### src/rtl/frame_buf_multi.sv
// rtl/frame_buf_multi.sv - multi-buffer frame store with independent write and read frame FSMs
//
// Purpose: NUM_BUFS frame buffers of FRAME_DEPTH words each, held in one array
// addressed as {buffer index, word address}. Frames are written whole into the
// next free buffer and read back whole, in order, from the oldest full buffer.
//
// Ports:
//   clk            single clock, rising edge
//   reset          asynchronous active-low reset
//   wr_en_in       write request, active-low
//   data_in        write data
//   rd_en_in       read request, active-low
//   data_out       registered read data
//   rd_data_valid  data_out carries a word read on the previous edge
//   wr_rdy         at least one buffer is free
//   rd_rdy         at least one buffer is full
//   frame_wr_done  one-cycle pulse after the last word of a frame is written
//   frame_rd_done  one-cycle pulse after the last word of a frame is read
//   full_cnt       number of full buffers, 0..NUM_BUFS
//   overflow       sticky flag, set when a write is dropped
module frame_buf_multi #(
  parameter int DATA_WIDTH    = 32,
  parameter int ADDR_WIDTH    = 3,
  parameter int BUF_SEL_WIDTH = 1
) (
  input  logic                     clk,
  input  logic                     reset,
  input  logic                     wr_en_in,
  input  logic [DATA_WIDTH-1:0]    data_in,
  input  logic                     rd_en_in,
  output logic [DATA_WIDTH-1:0]    data_out,
  output logic                     rd_data_valid,
  output logic                     wr_rdy,
  output logic                     rd_rdy,
  output logic                     frame_wr_done,
  output logic                     frame_rd_done,
  output logic [BUF_SEL_WIDTH:0]   full_cnt,
  output logic                     overflow
);

  localparam int FRAME_DEPTH = 1 << ADDR_WIDTH;
  localparam int NUM_BUFS    = 1 << BUF_SEL_WIDTH;
  localparam logic [BUF_SEL_WIDTH:0] BUFS_CNT = NUM_BUFS[BUF_SEL_WIDTH:0];

  typedef enum logic { WR_IDLE, WR_FILL } wr_state_t;
  typedef enum logic { RD_IDLE, RD_READ } rd_state_t;

  logic [DATA_WIDTH-1:0]    mem [0:NUM_BUFS*FRAME_DEPTH-1];

  wr_state_t                wr_state;
  rd_state_t                rd_state;
  logic [ADDR_WIDTH-1:0]    wr_addr;
  logic [ADDR_WIDTH-1:0]    rd_addr;
  logic [BUF_SEL_WIDTH-1:0] wr_buf;
  logic [BUF_SEL_WIDTH-1:0] rd_buf;

  logic wr_accept;
  logic rd_accept;
  logic wr_last;
  logic rd_last;

  assign wr_rdy    = (full_cnt < BUFS_CNT);
  assign rd_rdy    = (full_cnt != '0);
  assign wr_accept = !wr_en_in && wr_rdy;
  assign rd_accept = !rd_en_in && rd_rdy;
  assign wr_last   = wr_accept && (wr_addr == '1);
  assign rd_last   = rd_accept && (rd_addr == '1);

  // Memory is deliberately left out of reset.
  always_ff @(posedge clk) begin
    if (wr_accept) begin
      mem[{wr_buf, wr_addr}] <= data_in;
    end
  end

  // Write FSM: the first word of a frame is stored on the IDLE edge itself.
  always_ff @(posedge clk or negedge reset) begin
    if (!reset) begin
      wr_state      <= WR_IDLE;
      wr_addr       <= '0;
      wr_buf        <= '0;
      frame_wr_done <= 1'b0;
      overflow      <= 1'b0;
    end else begin
      frame_wr_done <= 1'b0;
      if (!wr_en_in && !wr_rdy) begin
        overflow <= 1'b1;
      end
      if (wr_accept) begin
        if (wr_addr == '1) begin
          wr_addr       <= '0;
          wr_buf        <= wr_buf + 1'b1;
          frame_wr_done <= 1'b1;
          wr_state      <= WR_IDLE;
        end else begin
          wr_addr  <= wr_addr + 1'b1;
          wr_state <= WR_FILL;
        end
      end
    end
  end

  // Read FSM; a full buffer is never the one being written, so no bypass.
  always_ff @(posedge clk or negedge reset) begin
    if (!reset) begin
      rd_state      <= RD_IDLE;
      rd_addr       <= '0;
      rd_buf        <= '0;
      frame_rd_done <= 1'b0;
      rd_data_valid <= 1'b0;
      data_out      <= '0;
    end else begin
      frame_rd_done <= 1'b0;
      rd_data_valid <= rd_accept;
      if (rd_accept) begin
        data_out <= mem[{rd_buf, rd_addr}];
        if (rd_addr == '1) begin
          rd_addr       <= '0;
          rd_buf        <= rd_buf + 1'b1;
          frame_rd_done <= 1'b1;
          rd_state      <= RD_IDLE;
        end else begin
          rd_addr  <= rd_addr + 1'b1;
          rd_state <= RD_READ;
        end
      end
    end
  end

  // Simultaneous write and read completion leaves the count unchanged.
  always_ff @(posedge clk or negedge reset) begin
    if (!reset) begin
      full_cnt <= '0;
    end else begin
      case ({wr_last, rd_last})
        2'b10:   full_cnt <= full_cnt + 1'b1;
        2'b01:   full_cnt <= full_cnt - 1'b1;
        default: full_cnt <= full_cnt;
      endcase
    end
  end

endmodule
### config.mk
export PLATFORM = sky130hd
export DESIGN_NAME = frame_buf_multi
export DESIGN_NICKNAME = d
export VERILOG_FILES = /design/src/rtl/frame_buf_multi.sv
export SDC_FILE = /design/constraint.sdc
export NUM_CORES = 1
export LEC_CHECK = 0
export BUFFER_PORTS_ARGS = -buffer_cell sky130_fd_sc_hd__buf_2
export CORE_ASPECT_RATIO = 1.1
export CORE_MARGIN = 5
export CORE_UTILIZATION = 65
export CTS_CLUSTER_SIZE = 12
export DETAILED_ROUTE_END_ITERATION = 16
export PLACE_DENSITY = 0.86
export SKIP_CTS_REPAIR_TIMING = 1
export SLEW_MARGIN = 0
export SYNTH_ARGS = -nofsm -noshare
export SYNTH_HDL_FRONTEND = slang
export SYNTH_SLANG_ARGS = --single-unit
### constraint.sdc
create_clock -name clk -period 7.5 [get_ports clk]
set_input_delay 0.75 -clock clk [delete_from_list [all_inputs] [get_ports clk]]
set_output_delay 0.75 -clock clk [all_outputs]
set_load 0.02 [all_outputs]
[Word level (Yosys, flattened, before mapping)]
Memories as Yosys holds them, arrays and structs flattened. A register that Yosys moved wholly into a read port is not among the register bits.
Cells that the tools add are included.
Cells by class
  reductions and logical operators: 13
  eq/ne operators: 4
  $lt $le $gt $ge: 1
  add/subtract/negate cells: 6
  $mul: 0
  shift-type cells: 0
  mux-type cells: 9
  bitwise operators: 0
  div/mod/pow operators: 0
Operators by type and width (count)
  3-bit by 1-bit adder with 3-bit output, second input constant: 2
  3-bit == test, second input constant: 2
  1-bit 2-to-1 mux: 6
  3-bit 2-to-1 mux: 2
  1-bit logical AND: 5
  1-bit zero test: 4
  2-bit one-hot mux with 2 select lines: 1
  2-bit AND reduction: 2
  2-bit nonzero test: 2
  1-bit adder, second input constant: 2
  2-bit by 1-bit adder with 2-bit output, second input constant: 1
  2-bit by 1-bit == test with 1-bit output, second input constant: 1
  2-bit == test, second input constant: 1
  2-bit < comparator, second input constant: 1
  2-bit by 1-bit subtractor with 2-bit output, second input constant: 1
Word-level totals
  logic and storage cells: 43
  bits in registers: 14
  bits in read-only memories: 0
  memories: 1
  output and inout port bits: 40
  latch bits: 0
  input port bits: 36
  RAM bits: 512
Memory list
  mem: depth 16, width 32, rd ports 1, clocked after memory_dff 1, write ports 1, line 48  | logic [DATA_WIDTH-1:0] mem [0:NUM_BUFS*FRAME_DEPTH-1];

[Depth between registers and ports, before layout]
Gate-level depths: netlist of the first run.
  depth in word-level cells: 5
  gate-level depth with buffers: 9
  mapped depth without buffers: 7

[Worst setup path after synthesis of the first run]
No wires, ideal clock.
  path kind: input-to-reg
  start point: input port wr_en_in
  end point: memory mem[0][0], enable pin
  buffers on the path: 0
  required time: 7.039 ns
  stages on the path: 3
  library setup time: 0.461 ns
  arrival: 3.486 ns
  path slack: 3.553 ns
  cell sequence: nor2_1 -> nand2_1 -> nor3_1
Between the ends
  longest elaborated chain between the ends: 4
RTL lines
  start: declaration: line 28  | input logic wr_en_in,
  1-bit zero test: line 64  | assign wr_accept = !wr_en_in && wr_rdy;
  1-bit logical AND: line 64
  1-bit 2-to-1 mux: line 71  | if (wr_accept) begin
  1-bit 2-to-1 mux (not written as such): line 72  | mem[{wr_buf, wr_addr}] <= data_in;
  end: declaration: line 48
Every way passes these cells.

==> results of run 1 <==
layout make-up:
type,count,area [sq um],share of cell area (%)
Multi-Input combinational cell,350,4690,19.6
Clock inverter,2,21.3,0.0891
Tap cell,426,533,2.23
Clock buffer,96,1520,6.37
Inverter,6,22.5,0.0944
Sequential cell,558,16500,69.3
Timing Repair Buffer,97,541,2.27
cells in the final DEF, fill, tap and decap left out, types with 13 or more instances in the layout:
cell       count
a22oi_1       25
clkbuf_16     54
mux2i_1       47
dfrtp_1       43
mux4_2        77
a221o_1       19
nor3_1        20
mux2_2        33
nand2_1       29
buf_2         75
mux4_1        37
nor2_4        13
edfxtp_1     512
buf_4         22
clkbuf_1      41
power by group:
| group | switching [mW] | total [mW] | internal (mW) |
|---|---|---|---|
| clock | 1.06 | 2.42 | 1.36 |
| combinational | 1.03 | 1.99 | 0.963 |
| sequential | 0.301 | 3.90 | 3.60 |
kinds of logic (layout without fill, tap and decap cells):
group                    count (synthesis)  in the layout  synth area share [%]
AO/OA/AOI/OAI                           61             61                  2.34
XOR/XNOR                                 5              5                 0.205
adder cells (fa/ha/maj)                  8              8                 0.468
buffers and inverters                   58            201                  1.48
flip-flops                             558            558                  77.2
multiplexers                           194            194                  16.6
AND/OR/NAND/NOR                         82             82                  1.70
per-layer routing:
layer	vias up	wire length, um	global-route usage (%)
li1	4264	-	-
met1	5417	16700	33.9
met2	578	24600	43.2
met3	122	4110	6.01
met4	2	1650	9.18
met5	-	20	0
path summary, 6_finish.rpt:
check                               endpoint  cells after the start       start
worst min-delay path            data_out[16]                      2       reset
min in group clk                    overflow                      2    wr_en_in
worst min register to register      overflow                      1    overflow
max in group asynchronous         rd_addr[2]                      2       reset
worst max-delay path            data_out[25]                      4  rd_addr[1]
worst max register to register  data_out[25]                      4  rd_addr[1]
sequential cells by signal (all words and copies together), names as in the netlist:
signal / count
frame_wr_done: 1
overflow: 1
frame_rd_done: 1
wr_buf: 1
rd_addr: 3
rd_data_valid: 1
full_cnt: 2
data_out: 32
mem: 512
wr_addr: 3
rd_buf: 1
==> out/metrics.cfg, run 1 <==
[outcome]
outcome=complete, no violations

[routing]
drt_iter0_drc=1360
routedWlPerCell_um=30.6
viasPerCell=6.76
ant_nets=0
first_pass_iters=5
vias=10400
drt-total-wl_mm=47.0
drt_drc_violations_left=0

[grt]
grt_max_degree=72
grt_pass1_wl_mm=70.0
grt_antenna_before_repair=1
grt_overflow=0
track_usage_pct=25.9
grt_pass1_vias=10900

[critical_path]
end_kind=register
r2r_slack_ns=3.97
critPathLaunchType=register
path_class=register to register
cp_num_buf_inv=1
cp_max_fo=71
slowest_delay_ns=1.02
cp.required_ns=7.94
path_delay_family=buffers and inverters
slowest_stage=buf_4
path_cells=buf_4 > mux4_1 > mux2_2 > a221o_1
worstPathArrival_ns=3.96

[sta]
whs_ns=0.360
tns_ns=0
finalSetupViolations=0
slew_viol_final=0
clock_skew_ns=0.0145
max_slew_margin_pct=13.0
setup_slack_ns=3.97
worst_pin_slew_ns=1.30
rsz0062_at_grt=no
min_period_ns=3.53
max_freq_ghz=0.284
post-route-period-util_pct=47.0
finalHoldViolCount=0

[logic_synthesis]
syn_nets=1010
yosysMostFrequentCell=edfxtp_1
synthTopCellsByArea=edfxtp_1 72%, mux4_2 8.1%, dfrtp_1 5.4%
yosys_warnings=0
synth_edf_count=512
post_synth_inst_count=966
synthesis.area_sq_um=21400
synth_ff_type=edfxtp_1
synth_top_area_cell=edfxtp_1
synth_top_area_share_pct=71.9
ys_types=29
yosys_register_bits=558
synth_area_per_cell_sq_um=22.2
ys_top_cells_by_count=512 x edfxtp_1, 77 x mux4_2, 47 x mux2i_1, 46 x dfrtp_1, 37 x mux4_1
ys_seq_area_share_pct=77.2
async_flop_share_pct=8.24

[cts]
clkLatencyLatePin_ns=0.56
clock-sinks=558
htree_levels=2
clkTransAtPathRegs_ns=0.06
ctsRootBufferMaster=clkbuf_16
clockBufferDepth=3
cts-buffers-inserted=53
cts_tree=built

[power]
power.total_mw=8.31
power.density_nw_per_um2=348
leakage_nw=7.89
ir_drop_mv=0.345

[place]
dp.cells=1437
dpl_cell_area_sq_um=22300
pre_cts_slack_ns=4.04
portBuffers=75
gp_congestion=0.710
dp_hpwl_mm=23.4

[final_layout]
post-route-util_pct=73.7
nFillCells=1689
syn2layout_area_growth_pct=11.5
stdcell_area_sq_um=23900
nNetsFinal=1110
final_cells=1535
drive_gt1_share_pct=25.9
n_antenna_cell=0

[min_path]
holdCritPathClass=input pin to async pin

[floorplan]
initial_core_util_pct=66.1
ios=76
fp.dieW_um=183
fp.dieArea_sq_um=36700
core_area_sq_um=32400
die_h_um=200
placementRows=69

[flow_run]
cap_violations=0

No activity file was read; power rests on OpenSTA's default activity.
==> inputs of run 2 (changes only) <==
- ABC_AREA: default -> 1
- CORE_UTILIZATION: 65 -> 56
- PLACE_DENSITY: 0.86 -> 0.79
- clock period: 7.5 -> 2.99 ns (I/O delays scaled with it)
==> out/metrics.cfg, run 2 <==
[routing]
viasPerCell=6.03  ; -11%
drt_iter0_drc=2060  ; +51%
routedWlPerCell_um=22.9  ; -25%
first_pass_iters=9  ; +4
met2_length_mm=28.0  ; +14%
wl_met1_mm=20.3  ; +22%
dr_wl_met3_mm=6.15  ; +50%
drt-total-wl_mm=57.2  ; +22%
drt_drc_violations_left=0  ; unchanged
ant_nets=0  ; unchanged
highest_layer=met5
vias=15100  ; +45%

[cts]
clockBufferDepth=3  ; unchanged
cts-buffers-inserted=53  ; unchanged
clkTransAtPathRegs_ns=0.06  ; about the same
ctsRootBufferMaster=clkbuf_16
clkLatencyLatePin_ns=0.59  ; +0.03 ns
clock-sinks=558  ; unchanged
cts_tree=built
htree_levels=2  ; unchanged

[grt]
grt_max_degree=147  ; +100%
grt_antenna_before_repair=1  ; unchanged
grt_pass1_wl_mm=87.4  ; +25%
grt_pass1_vias=14700  ; +35%
grt_overflow=0  ; unchanged
track_usage_pct=25.9  ; +0.027 points

[final_layout]
reg_top3=mem: 512 flops, data_out: 32 flops
regMostFlops=mem
layout_commonest_cell=nand2_1
largest_reg_flops=512  ; unchanged
drive_gt1_share_pct=9.82  ; -16 points
layout_common_cells=783 x nand2_1, 512 x edfxtp_1, 385 x nand3_1
nNetsFinal=1995  ; +80%
syn2layout_area_growth_pct=11.1
nFillCells=2845  ; +68%
n_antenna_cell=0  ; unchanged

[floorplan]
ios=76  ; unchanged
initial_core_util_pct=56.9  ; -9.2 points
die_h_um=220  ; +9.7%
fp.dieArea_sq_um=44100  ; +20%
fp.dieW_um=201  ; +9.7%
core_area_sq_um=39400  ; +22%
placementRows=76  ; +10%

[sta]
worst_pin_slew_ns=1.23  ; -0.0714 ns
finalHoldViolCount=0  ; unchanged
slew_viol_final=0  ; unchanged
rsz0062_at_grt=no
max_freq_ghz=0.412  ; +45%
post-route-period-util_pct=81.1  ; +34 points
setup_slack_ns=0.565  ; -3.41 ns
finalSetupViolations=0  ; unchanged
max_slew_margin_pct=18.0  ; +5.0 points
tns_ns=0  ; unchanged
clock_skew_ns=0.0132  ; -0.00132 ns
min_period_ns=2.43  ; -1.10 ns

[min_path]
holdCritPathClass=input pin to register
whs_path_depth=4

[critical_path]
end_kind=register
cpMostUsedCell=nand2_1
worstPathArrival_ns=2.95  ; -1.01 ns
cp_num_buf_inv=1  ; unchanged
ff2ff_path_depth=9  ; +5
path_class=register to register
path_cells=buf_4 > nand2_1 > nand3_1 > nand3_1 > nand2_1 > nand2_1 > nand2_1 > nand2_1 > nand2_1
cp_num_cells=9  ; +5
slowest_delay_ns=0.89  ; -0.13 ns
critPathLaunchType=register
slowest_stage=buf_4
cp.required_ns=3.51  ; -4.43 ns
path_delay_family=simple AND/OR/NAND/NOR gates
cp_max_fo=110  ; +55%

[power]
leakage_nw=9.43  ; +20%
power.total_mw=23.4  ; +180%
ir_drop_mv=0.792  ; +130%
power.density_nw_per_um2=940  ; +170%

[place]
pre_cts_slack_ns=0.608  ; -3.43 ns
dp_hpwl_mm=32.2  ; +38%
gp_congestion=0.848  ; +19%
portBuffers=75  ; unchanged

[logic_synthesis]
post_synth_inst_count=1894  ; +96%
synth_top_area_share_pct=68.6  ; -3.3 points
async_flop_share_pct=8.24  ; unchanged
synthTopCellsByArea=edfxtp_1 69%, nand2_1 13%, nand3_1 8.6%
synth_ff_type=edfxtp_1
synth_top_area_cell=edfxtp_1
synthesis.area_sq_um=22400  ; +4.7%
ys_top_cells_by_count=783 x nand2_1, 512 x edfxtp_1, 385 x nand3_1, 46 x dfrtp_1, 38 x buf_2
ys_seq_area_share_pct=73.7  ; -3.5 points
yosys_warnings=0  ; unchanged
synth_area_per_cell_sq_um=11.8  ; -47%
yosys_register_bits=558  ; unchanged
syn_nets=1938  ; +92%
synth_edf_count=512  ; unchanged
ys_types=20  ; -31%
yosysMostFrequentCell=nand2_1

[outcome]
outcome=complete, no violations

[flow_run]
cap_violations=0  ; unchanged

## run 2: changes by cell type after synthesis, sizes merged, moves of 7 or more
| cell | before | now |
|---|---|---|
| clkbuf | 14 | 24 |
| mux4 | 114 | 0 |
| buf | 38 | 90 |
| mux2i | 47 | 0 |
| o211ai | 12 | 0 |
| nor3 | 24 | 0 |
| nand3 | 2 | 385 |
| a22oi | 25 | 0 |
| mux2 | 33 | 0 |
| nand2 | 29 | 783 |
| a221o | 19 | 0 |
| inv | 6 | 13 |
## run 2: layout make-up
class                           instances  area [sq um]  share of cell area [%]
Sequential cell                       558         16500                    66.4
Multi-Input combinational cell       1209          5260                    21.1
Clock buffer                           97          1520                    6.11
Timing Repair Buffer                  116           863                    3.47
Tap cell                              507           634                    2.55
Inverter                               13          56.3                   0.226
Clock inverter                          3          41.3                   0.166
## run 2: per-stage QoR
stage | hold WS (ns) | instances | cell area, sq um | utilization (%)
floorplan | 0.00341 | 1894 | 22400 | -
global placement | 0.457 | 2401 | 23300 | 59.3
detailed placement | 0.460 | 2401 | 23300 | 59.3
CTS | -0.139 | 2501 | 24900 | 63.2
global route | 0.0610 | 2503 | 24900 | 63.3
finish | 0.0398 | 2503 | 24900 | 63.3
## run 2: final timing paths
check	from	endpoint	slack [ns]
worst max register to register	rd_addr[0]	data_out[11]	0.56
min in group asynchronous	reset	frame_wr_done	0.39
worst min-delay path	rd_en_in	frame_rd_done	0.04
max in group asynchronous	reset	data_out[23]	1.81
worst max-delay path	rd_addr[0]	data_out[11]	0.56
worst min register to register	data_out[28]	data_out[28]	0.48
## run 2: where the power goes
| group | total [mW] | leakage (nW) | switching (mW) | internal [mW] |
|---|---|---|---|---|
| registers | 9.50 | 5.17 | 0.420 | 9.08 |
| clock network | 6.15 | 0.743 | 2.73 | 3.42 |
| logic | 7.77 | 3.52 | 5.62 | 2.16 |
## run 2: worst reg2reg max path, delay by kind of cell (launching register included)
family	cells	cell delay, ns
AND/OR/NAND/NOR	8	1.02
buffers and inverters	1	0.89
flip-flops	1	0.47
## run 2: kinds of logic (layout without fill, tap and decap cells)
kind of cell / after synthesis / in the layout / synth area share (%)
simple gates: 1187 / 1187 / 22.0
flops: 558 / 558 / 73.7
buf+inv: 127 / 229 / 3.38
compound gates: 10 / 10 / 0.251
fa+ha+maj: 8 / 8 / 0.447
xor+xnor: 4 / 4 / 0.156
## run 2: per-layer routing
metal	vias to the layer above	track usage, %
li1	6665	-
met1	7316	33.9
met2	940	43.3
met3	180	4.61
met4	2	11.2
met5	-	0
==> inputs of run 3 (changes only) <==
- ABC_AREA: 1 -> 0
- CORE_UTILIZATION: 56 -> 61
- PLACE_DENSITY: 0.79 -> 0.82
- clock period: 2.99 -> 2.3 ns (I/O delays scaled with it)
==> out/metrics.cfg, run 3 (synthesis results as in run 1) <==
[routing]
highest_layer=met5
drt_iter0_drc=1057  ; -49%
drt_drc_violations_left=0  ; unchanged
met2_length_mm=24.0  ; -15%
dr_wl_met3_mm=3.42  ; -44%
first_pass_iters=5  ; -4
wl_met1_mm=16.6  ; -18%
vias=10300  ; -32%
ant_nets=0  ; unchanged
routedWlPerCell_um=28.4  ; +24%
viasPerCell=6.47  ; +7.3%
drt-total-wl_mm=45.1  ; -21%

[final_layout]
drive_gt1_share_pct=28.2  ; +18 points
regMostFlops=mem
layout_commonest_cell=edfxtp_1
syn2layout_area_growth_pct=14.5
post-route-util_pct=70.1  ; +6.8 points
nNetsFinal=1142  ; -43%
reg_top3=mem: 512 flops, data_out: 32 flops
stdcell_area_sq_um=24500  ; -1.6%
largest_reg_flops=512  ; unchanged
layout_common_cells=512 x edfxtp_1, 77 x mux4_2, 75 x buf_2
n_antenna_cell=0  ; unchanged
nFillCells=2013  ; -29%

[flow_run]
cap_violations=0  ; unchanged

[sta]
min_period_ns=2.21  ; -0.217 ns
clock_skew_ns=0.0241  ; +0.0109 ns
finalSetupViolations=0  ; unchanged
worst_pin_slew_ns=1.18  ; -0.0532 ns
finalHoldViolCount=0  ; unchanged
max_slew_margin_pct=21.3  ; +3.4 points
max_freq_ghz=0.453  ; +9.8%
post-route-period-util_pct=96.0  ; +15 points
slew_viol_final=0  ; unchanged
rsz0062_at_grt=no

[power]
clkPwrFrac_pct=29.4  ; +3.2 points
leakage_nw=8.14  ; -14%
p_seq_share_pct=44.6  ; +4.0 points
power.density_nw_per_um2=1130  ; +20%
p_int_mw=19.8  ; +35%
power_switching_mw=7.82  ; -11%
ir_drop_mv=0.820  ; +3.5%
power_switching_share_pct=28.3  ; -9.1 points
pwr-share-comb_pct=26.0  ; -7.2 points
power.total_mw=27.6  ; +18%

[floorplan]
die_h_um=206  ; -6.1%
core_area_sq_um=35000  ; -11%
placementRows=72  ; -5.3%
ios=76  ; unchanged
fp.dieArea_sq_um=38900  ; -12%
fp.dieW_um=189  ; -6.1%
initial_core_util_pct=61.2  ; +4.3 points

[critical_path]
slowest_delay_ns=0.57  ; -0.32 ns
path_delay_family=multiplexers
slowest_stage=dfrtp_4
path_cells=buf_4 > mux4_2 > mux2_2 > a22oi_1 > nand2_1
cp_max_fo=28  ; -75%
cp_num_cells=5  ; -4
end_kind=register
cp_num_buf_inv=1  ; unchanged
cp.required_ns=2.76  ; -0.75 ns
ff2ff_path_depth=5  ; -4
path_class=register to register
critPathLaunchType=register
worstPathArrival_ns=2.67  ; -0.28 ns

[place]
dpl_cell_area_sq_um=22900  ; -1.9%
portBuffers=75  ; unchanged
dp_hpwl_mm=24.3  ; -25%
gp_congestion=0.764  ; -9.9%

[grt]
grt_overflow=0  ; unchanged
track_usage_pct=23.7  ; -2.2 points
grt_pass1_vias=10800  ; -27%
grt_pass1_wl_mm=67.7  ; -23%
grt_max_degree=33  ; -78%
grt_antenna_before_repair=3  ; +2

[cts]
clkLatencyLatePin_ns=0.59  ; about the same
clock-sinks=558  ; unchanged
clockBufferDepth=3  ; unchanged
ctsRootBufferMaster=clkbuf_16
cts-buffers-inserted=54  ; +1.9%
htree_levels=2  ; unchanged
cts_tree=built
clkTransAtPathRegs_ns=0.06  ; about the same

[outcome]
outcome=complete, no violations

[min_path]
whs_path_depth=1  ; -3
holdCritPathClass=input pin to register

-- run 3: cell types whose count changed in the layout (fill, tap and decap cells not counted), sizes merged, moves of 25 or more --
cell	previous run	this run
mux2	0	33
a22oi	0	25
mux4	0	114
nand2	783	29
mux2i	0	47
nand3	385	2
-- run 3: metal layers --
| metal | global-route usage, % | up-vias |
|---|---|---|
| met5 | 0 | - |
| met3 | 4.85 | 83 |
| met2 | 41.8 | 457 |
| met1 | 30.4 | 5390 |
| li1 | - | 4340 |
| met4 | 6.74 | 4 |
-- run 3: per-stage QoR --
step	hold WS (ns)	worst slack, ns	cells	TNS, ns
2_1_floorplan	-0.0656	-0.00854	966	-0.820
3_3_place_gp	0.385	0.111	1484	0
3_5_place_dp	0.391	0.0506	1484	0
4_1_cts	-0.222	0.0666	1585	0
5_1_grt	0.00822	0.0174	1587	0
6_report	0.0121	0.0912	1587	0
-- run 3: power by group through the flow --
stage | Combinational, mW | Sequential, mW | Clock (mW)
after floorplan | 4.91 | 12.6 | 0
after global placement | 6.94 | 12.5 | 0
after detailed placement | 7.15 | 12.5 | 0
after CTS | 7.28 | 12.3 | 8.24
after global routing | 7.70 | 12.3 | 8.67
final | 7.18 | 12.3 | 8.12
-- run 3: area by class of cell --
type	instances	area (sq um)	area share, %
clock buffer	95	1530	6.22
timing repair buffer	128	1070	4.35
sequential	558	16500	67.5
inverter	6	22.5	0.0919
clock inverter	6	83.8	0.342
multi-input combinational	350	4710	19.2
tap	444	556	2.27
-- run 3: worst paths after layout --
kind | start | endpoint | slack (ns)
setup / recovery | rd_addr[1] | data_out[15] | 0.09
hold / removal | data_in[17] | mem[13][17] | 0.01
setup reg to reg | rd_addr[1] | data_out[15] | 0.09
hold reg to reg | overflow | overflow | 0.48
max in group asynchronous | reset | data_out[26] | 1.22
min in group asynchronous | reset | wr_addr[1] | 0.33
